<file path="src/rtl/inst_loader_pkg.sv">
// Shared types and constants for the instruction-memory program loader.
package inst_loader_pkg;

    localparam int HDR_BYTES      = 2;
    localparam int BYTES_PER_WORD = 4;

    typedef enum logic [2:0] {
        HDR_HI,
        HDR_LO,
        DATA,
        WRITE,
        DONE,
        ERR
    } state_t;

endpackage

</file>
<file path="src/rtl/inst_loader_word_assembler.sv">
// Packs stream bytes big-endian into a 32-bit word; flags the byte that completes it.
module inst_loader_word_assembler
    import inst_loader_pkg::*;
(
    input  logic        clock,
    input  logic        reset,
    input  logic        shift_en,
    input  logic        clear,
    input  logic [7:0]  byte_in,
    output logic [31:0] word,
    output logic        last
);

    logic [1:0] byte_idx;

    // NOTE: sequential state uses non-blocking assignments so every flop samples pre-edge values.
    always_ff @(posedge clock or negedge reset) begin
        if (!reset) begin
            word     <= '0;
            byte_idx <= '0;
        end else if (clear) begin
            word     <= '0;
            byte_idx <= '0;
        end else if (shift_en) begin
            word     <= {word[23:0], byte_in};
            byte_idx <= byte_idx + 2'd1;
        end
    end

    assign last = (byte_idx == 2'(BYTES_PER_WORD - 1));

endmodule

</file>
<file path="src/rtl/inst_loader.sv">
// Loads a length-prefixed byte stream into instruction memory, holding the CPU in reset meanwhile.
module inst_loader
    import inst_loader_pkg::*;
#(
    parameter int ADDR_W = 10
) (
    input  logic              clock,
    input  logic              reset,
    input  logic              in_valid,
    input  logic [7:0]        in_data,
    output logic              in_ready,
    input  logic              restart,
    output logic              mem_wr_en,
    output logic [ADDR_W-1:0] mem_addr,
    output logic [31:0]       mem_data,
    output logic              cpu_reset,
    output logic              done,
    output logic              error
);

    localparam logic [16:0] DEPTH_EXT = 17'(1) << ADDR_W;

    state_t            state, state_next;
    logic [15:0]       count;
    logic [ADDR_W-1:0] word_idx;
    logic [15:0]       hdr_n;
    logic              accept;
    logic              last_word;
    logic              asm_last;
    logic [31:0]       asm_word;

    logic ld_hi, ld_lo, clr_all, idx_clr, idx_inc, asm_shift, asm_clear;

    assign in_ready  = reset && (state == HDR_HI || state == HDR_LO || state == DATA);
    assign accept    = in_valid && in_ready;
    assign hdr_n     = {count[15:8], in_data};
    assign last_word = (17'(word_idx) + 17'd1) == {1'b0, count};

    always_ff @(posedge clock or negedge reset) begin
        if (!reset) state <= HDR_HI;
        else        state <= state_next;
    end

    // NOTE: every combinational output gets a default first, so no path leaves one unassigned (no latches).
    always_comb begin
        state_next = state;
        ld_hi      = 1'b0;
        ld_lo      = 1'b0;
        clr_all    = 1'b0;
        idx_clr    = 1'b0;
        idx_inc    = 1'b0;
        asm_shift  = 1'b0;
        asm_clear  = 1'b0;
        case (state)
            HDR_HI: if (accept) begin
                ld_hi      = 1'b1;
                state_next = HDR_LO;
            end
            HDR_LO: if (accept) begin
                ld_lo = 1'b1;
                if (hdr_n == 16'd0) begin
                    state_next = DONE;
                end else if ({1'b0, hdr_n} > DEPTH_EXT) begin
                    state_next = ERR;
                end else begin
                    idx_clr    = 1'b1;
                    asm_clear  = 1'b1;
                    state_next = DATA;
                end
            end
            DATA: if (accept) begin
                asm_shift = 1'b1;
                if (asm_last) state_next = WRITE;
            end
            WRITE: begin
                if (last_word) begin
                    state_next = DONE;
                end else begin
                    idx_inc    = 1'b1;
                    asm_clear  = 1'b1;
                    state_next = DATA;
                end
            end
            DONE, ERR: if (restart) begin
                clr_all    = 1'b1;
                asm_clear  = 1'b1;
                state_next = HDR_HI;
            end
            default: state_next = HDR_HI;
        endcase
    end

    // Status strobes are registered from the next state so they line up with the state they describe.
    always_ff @(posedge clock or negedge reset) begin
        if (!reset) begin
            count     <= '0;
            word_idx  <= '0;
            mem_wr_en <= 1'b0;
            cpu_reset <= 1'b1;
            done      <= 1'b0;
            error     <= 1'b0;
        end else begin
            if (clr_all)    count       <= '0;
            else if (ld_hi) count[15:8] <= in_data;
            else if (ld_lo) count[7:0]  <= in_data;

            if (clr_all || idx_clr) word_idx <= '0;
            else if (idx_inc)       word_idx <= word_idx + ADDR_W'(1);

            mem_wr_en <= (state_next == WRITE);
            done      <= (state_next == DONE);
            error     <= (state_next == ERR);
            cpu_reset <= (state_next != DONE);
        end
    end

    inst_loader_word_assembler u_asm (
        .clock    (clock),
        .reset    (reset),
        .shift_en (asm_shift),
        .clear    (asm_clear),
        .byte_in  (in_data),
        .word     (asm_word),
        .last     (asm_last)
    );

    // The word index and the assembler hold steady through WRITE, so they drive memory directly.
    assign mem_addr = word_idx;
    assign mem_data = asm_word;

endmodule

</file>
<file path="config.mk">
export PLATFORM = sky130hd
export DESIGN_NAME = inst_loader
export DESIGN_NICKNAME = d
export VERILOG_FILES = /design/src/rtl/inst_loader_pkg.sv /design/src/rtl/inst_loader_word_assembler.sv /design/src/rtl/inst_loader.sv
export SDC_FILE = /design/constraint.sdc
export NUM_CORES = 1
export LEC_CHECK = 0
export CORE_UTILIZATION = 30
export DETAILED_ROUTE_END_ITERATION = 8
export DONT_BUFFER_PORTS = 1
export HOLD_SLACK_MARGIN = 0.03
export MAX_ROUTING_LAYER = met4
export PLACE_DENSITY_LB_ADDON = 0.15
export SYNTH_ARGS = -nofsm -noshare
export SYNTH_HDL_FRONTEND = slang
export SYNTH_SLANG_ARGS = --single-unit
</file>
<file path="constraint.sdc">
create_clock -name clock -period 6.9 [get_ports clock]
set_input_delay 1.035 -clock clock [delete_from_list [all_inputs] [get_ports clock]]
set_output_delay 1.035 -clock clock [all_outputs]
set_load 0.05 [all_outputs]
</file>
Word-level counts from Yosys, hierarchy flattened
Cells that the tools add are included. W data, S select, Z words.

Register bits: 67. Latch bits: 0. RAM bits: 0. Memory bits (read-only): 0. Bits of input ports: 12. Memories kept: 0.

Add/subtract/negate cells: 3. $mul: 0. Divide/modulo/power cells: 0. Order comparisons: 1. Eq/ne operators: 12. Shift operators: 0. Multiplexer cells: 32. Bitwise logic cells: 0. Reduce and logical (&&, ||, !) cells: 13.

Operator list (number): $mux W32 (2); $mux W3 (8); $mux W8 (3); $mux W10 (2); $eq A11 B16 Y1 (1); $gt A16 B11 Y1 const B (1); $logic_not A16 Y1 (1); $mux W16 (1); $pmux W3 S5 (1); $eq A3 B3 Y1 const B (4); $mux W1 (12); $add A10 B1 Y11 const B (1); $add A10 B1 Y10 const B (1); $eq A3 B2 Y1 const B (3); $reduce_bool A2 Y1 (4); $mux W2 (2); $eq A3 B1 Y1 const B (1); $logic_not A3 Y1 (1); $logic_or A1 B1 Y1 (3); $ne A3 B3 Y1 const B (1); $pmux W1 S3 (1); $add A2 B1 Y2 const B (1); $eq A2 B2 Y1 const B (1); $logic_and A1 B1 Y1 (2); other kinds (3) (3).

Logic depth before layout (Yosys ltp)
Depth after elaboration: 10. Mapped depth: 10. Mapped depth without buffers: 8.

Hierarchy
A second synthesis with hierarchy kept.

Cells, all modules: 315. Area total of the unflattened synthesis: 3385.7 µm².

Modules (own cells, without submodules): inst_loader (instances 1, cells each 204, area an instance 1966.9 µm², seq. area each 827.0 µm²); inst_loader_word_assembler (instances 1, cells each 111, area an instance 1418.9 µm², seq. area each 850.8 µm²).

Worst setup path before layout
No wires, ideal clock.

Path kind: input to output. From: in reset. To: out in_ready. Arrival: 1.842 ns. Data required time: 5.865 ns. Path slack: 4.023 ns. Stages on the path: 2. Cells stage by stage: nand2b_1 -> a21oi_1.

Longest elaborated chain between the ends: 1.

Ends and longest elaborated chain: from (decl) (line inst_loader.sv:8) `input logic reset,`; $logic_and A1 B1 Y1 (line inst_loader.sv:34) `assign in_ready = reset && (state == HDR_HI || state == HDR_LO || state == DATA);`; to (decl) (line inst_loader.sv:11) `output logic in_ready,`.

No other way between the ends.

Final worst setup path
From: reg word_idx[2] (netlist: mem_addr[2]). To: reg u_asm.word[26].

Longest elaborated chain between the ends: 5. Elaborated cells on any way between the ends: 6. Classes of those cells: add/sub: 1; eq/ne: 1; mux: 3; reduce/logical: 1.

Ends and longest elaborated chain: from (decl) (line inst_loader.sv:25) `logic [ADDR_W-1:0] word_idx;`; from (signal assigned) (line inst_loader.sv:108) `else if (idx_inc) word_idx <= word_idx + ADDR_W'(1);`; $add A10 B1 Y11 (*) (line inst_loader.sv:37) `assign last_word = (17'(word_idx) + 17'd1) == {1'b0, count};`; $eq A11 B16 Y1 (*) (line inst_loader.sv:37); $mux W1 (*) (line inst_loader.sv:76) `if (last_word) begin`; $pmux W1 S3 (*) (line inst_loader.sv:54) `case (state)`; $mux W32 / $reduce_bool A2 Y1 (equally long branches); to (signal assigned) (line inst_loader_word_assembler.sv:25) `word <= {word[23:0], byte_in};`; to (decl) (line inst_loader_word_assembler.sv:10) `output logic [31:0] word,`.

Every way passes the cells marked *; elsewhere a longest branch is shown, timed or not. A chain may end at the register's enable or synchronous reset.

==> impl_results.rst <==
.. list-table::
   :header-rows: 1

   * - Metric
     - Value
   * - Terminus of the critical flop-to-flop path
     - u_asm.word[26]
   * - Largest vdd supply drop
     - 0.000120 V
   * - Wire length of the first global-routing pass
     - 13600 um
   * - Sequential fraction of the synthesis area
     - 0.510
   * - Worst path max stage delay
     - 0.80 ns
   * - Arrival time reported for the critical path endpoint
     - 3.67 ns
   * - Yosys reg bits
     - 67
   * - Startpoint type of the worst setup path
     - flop
   * - Post-cts gate resize count
     - 0
   * - Wire length per cell after detailed routing
     - 17.1 um
   * - Multi-input combinational cell area
     - 1500 um^2
   * - Clock tree buffer depth
     - 2
   * - Pin count of the biggest net entering global routing
     - 70
   * - Number of global-route vias before repair
     - 2436
   * - Share of synthesized area spent on multiplexers
     - 0.0582
   * - Count of routing violations after the opening detailed-route iteration
     - 149
   * - Launching point of the worst reg2reg path
     - mem_addr[2]
   * - Placed standard-cell area
     - 3380 um^2
   * - CP cell instances
     - nand3_2 > or3_1 > o311ai_1 > and4bb_1 > and4_4 > o21ai_4 > a21oi_1
   * - Category of the critical setup timing path
     - reg -> reg
   * - Post-CTS repair timing setup buffer count
     - 0
   * - Clock tree from TritonCTS
     - yes
   * - Post-route antenna net violation count
     - 0
   * - Number of antenna violations at the first check in global routing
     - 0
   * - Number of buffers and inverters on the critical path
     - 0
   * - Total leakage power
     - 1.54 nW
   * - Net count of the mapped netlist
     - 362
   * - Synth-to-Final Area Change
     - 9.48%
   * - Number of filler cells placed in the layout
     - 1093
   * - Status
     - completed
   * - Highest net fanout along the worst path
     - 34
   * - Height of the die
     - 107 um
   * - Slowest stage cell, crit path
     - dfrtp_1
   * - Total routed wirelength
     - 8220 um
   * - Clock Root Buffer
     - clkbuf_8
   * - Synth unique cells
     - 54
   * - Mapped Avg Cell Area
     - 9.45 um^2
   * - Setup slack, reg-to-reg
     - 3.43 ns
   * - Detailed-placement wirelength estimate
     - 5550 um
   * - Full die area
     - 11400 um^2
   * - CTS clk-pin slew, worst paths
     - 0.08 ns
   * - Minimum hold slack
     - 0.370 ns
   * - Number of placement rows
     - 37
   * - Number of nets in the layout
     - 353
   * - Top Ports
     - 59
   * - Time the final worst path needs with I/O delays and setup
     - 3.47 ns
   * - Kind of cell adding the most delay to the critical path
     - simple AND/OR/NAND/NOR gates
   * - Upper clock frequency limit
     - 288 MHz
   * - Placer congestion estimate
     - 0.791
   * - Endpoints failing setup
     - 0
   * - Hold Fails Final Rpt
     - 0
   * - Detailed-route DRC error count
     - 0
   * - Number of vias in the routed layout
     - 2412
   * - Synthesized instance count
     - 348
   * - Area of all sequential standard cells
     - 1680 um^2
   * - Overall fraction of global-route tracks in use
     - 0.160
   * - Core area
     - 10500 um^2
   * - Clock sink total
     - 67
   * - Number of slew-limit violations in the final report
     - 0
   * - Horizontal die dimension
     - 107 um
   * - Post-synthesis compound-gate area fraction
     - 0.134
   * - RSZ-0062 raised after global routing
     - false
   * - Antenna Cells
     - 0
   * - Total of warnings raised by yosys
     - 0
   * - Final std cell area, no fill
     - 3600 um^2
   * - Worst Max-Slew Pin Slew
     - 1.13 ns
   * - Number of max-cap violations
     - 0
   * - Share of synthesized cell area in and, or, nand and nor gates
     - 0.226
   * - Pre-antenna DRT Iters
     - 4
   * - Cell area after technology mapping
     - 3290 um^2
   * - Number of cells on the worst reg-to-reg path
     - 7
   * - HP Class
     - in -> async
   * - Worst setup skew after layout
     - 0.0122 ns
   * - Endpoint required time on the critical path
     - 7.09 ns
   * - Post-detailed-route via-to-cell ratio
     - 5.03
   * - Number of buffers created by CTS
     - 9
   * - Endpoint class of the critical path
     - flop
   * - Hold-fix buffer count after cts
     - 0
   * - Total congestion overflow after global routing
     - 0
   * - Setup_tns
     - 0 ns
   * - Xor-xnor portion of the synthesized cell area
     - 0.0293
   * - Initial core utilization
     - 0.314
   * - H-tree depth reported by CTS
     - 3
   * - IO buf count
     - 0
   * - Share of post-route cells with drive strength above 1
     - 0.0930
   * - Combinational family with the most area after synthesis
     - simple AND/OR/NAND/NOR gates
   * - P per Cell Area
     - 369 nW/um^2
   * - Adder-cell share of the synthesized area
     - 0.00761
   * - Fraction of the cycle the final worst path needs
     - 0.503
   * - Worst rel slew slack
     - 0.245
   * - Latest clock arrival within the worst-skew pair
     - 0.36 ns
-- worst max path at each step --
stage	startpoint	endpoint	slack, ns	depth (start not counted)
floorplan	reset	in_ready	4.02	2
global placement	mem_addr[2]	u_asm.byte_idx[0]	3.52	7
detailed placement	mem_addr[2]	u_asm.word[29]	3.43	7
CTS	mem_addr[2]	u_asm.byte_idx[0]	3.43	7
global route	mem_addr[2]	u_asm.word[25]	3.19	7
finish	mem_addr[2]	u_asm.word[26]	3.43	7
-- power by group --
| group | internal (mW) | switching [mW] |
|---|---|---|
| Combinational | 0.120 | 0.170 |
| Clock | 0.204 | 0.164 |
| Sequential | 0.472 | 0.200 |
| Total | 0.796 | 0.533 |
-- flip-flops by register name, summed over array words and instances (netlist names) --
name            flops
count              16
cpu_reset           1
done                1
error               1
mem_addr           10
mem_wr_en           1
state               3
u_asm.byte_idx      2
u_asm.word         32
-- cell families after synthesis --
kind of cell    Yosys count
compound gates           66
xor+xnor                 11
fa+ha+maj                 2
buf+inv                  26
flops                    67
mux                      19
simple gates            157
-- through the flow --
step                utilization  cells  setup WS (ns)  total power [mW]
floorplan                     -    348           4.02             0.892
global placement          0.323    464           3.52             0.969
detailed placement        0.323    464           3.43             0.973
CTS                       0.344    480           3.43              1.35
global route              0.344    480           3.19              1.41
finish                    0.344    480           3.43              1.33
-- placed cells by master, fill, tap and decap left out, types with 4 or more instances in the layout --
cell type	count
nand2b_1	6
inv_1	4
and2_1	5
nand2_1	75
a21oi_1	36
a221o_1	5
dfrtp_1	66
nor2_1	35
xnor2_1	5
xor2_1	6
nor4_1	5
mux2i_1	18
o21ai_0	4
nand3_1	6
clkbuf_8	9
-- synth_stat cells, drive strengths merged --
library cell | n | share of area
nor3 | 3 | 0.0046
or4 | 1 | 0.0023
mux2i | 18 | 0.055
xor2 | 6 | 0.016
o21ai | 5 | 0.011
a2111oi | 1 | 0.0027
a211o | 1 | 0.0027
xnor2 | 5 | 0.013
o31ai | 1 | 0.0023
a31oi | 3 | 0.010
and3 | 1 | 0.0019
ha | 2 | 0.0076
a311oi | 1 | 0.0027
nand4b | 1 | 0.0027
nor3b | 1 | 0.0023
or2 | 1 | 0.0019
nor2b | 2 | 0.0038
nor4 | 6 | 0.013
and2 | 5 | 0.0095
nor4b | 1 | 0.0046
o211ai | 2 | 0.0046
a221o | 5 | 0.015
a21bo | 1 | 0.0030
o311ai | 1 | 0.0027
nand4 | 3 | 0.0057
mux2 | 1 | 0.0034
or3 | 2 | 0.0038
and4b | 1 | 0.0030
nand2b | 6 | 0.011
dfrtp | 66 | 0.50
a22o | 2 | 0.0053
a21boi | 3 | 0.0069
buf | 8 | 0.013
a31o | 3 | 0.0080
a21oi | 36 | 0.055
inv | 4 | 0.0046
o22ai | 1 | 0.0019
nand3 | 7 | 0.012
and4 | 2 | 0.0061
and4bb | 1 | 0.0038
nor2 | 36 | 0.043
clkbuf | 14 | 0.016
nand2 | 75 | 0.086
nand3b | 2 | 0.0046
dfstp | 1 | 0.0080
-- cell type report --
| cell class | instances | area share |
|---|---|---|
| Clock inverter | 6 | 0.0250 |
| Tap cell | 136 | 0.0473 |
| Multi-Input combinational cell | 255 | 0.418 |
| Inverter | 4 | 0.00417 |
| Clock buffer | 10 | 0.0355 |
| Sequential cell | 67 | 0.466 |
| Timing Repair Buffer | 2 | 0.00417 |
-- metal layers --
metal | up-vias | global-route usage | routed length (um)
met1 | 1171 | 0.214 | 3970
li1 | 1181 | - | -
met2 | 47 | 0.222 | 3590
met4 | 0 | 0.0793 | 172
met3 | 13 | 0.0432 | 481
met5 | - | - | 0
Note: power is estimated with default switching activity, not from simulation.
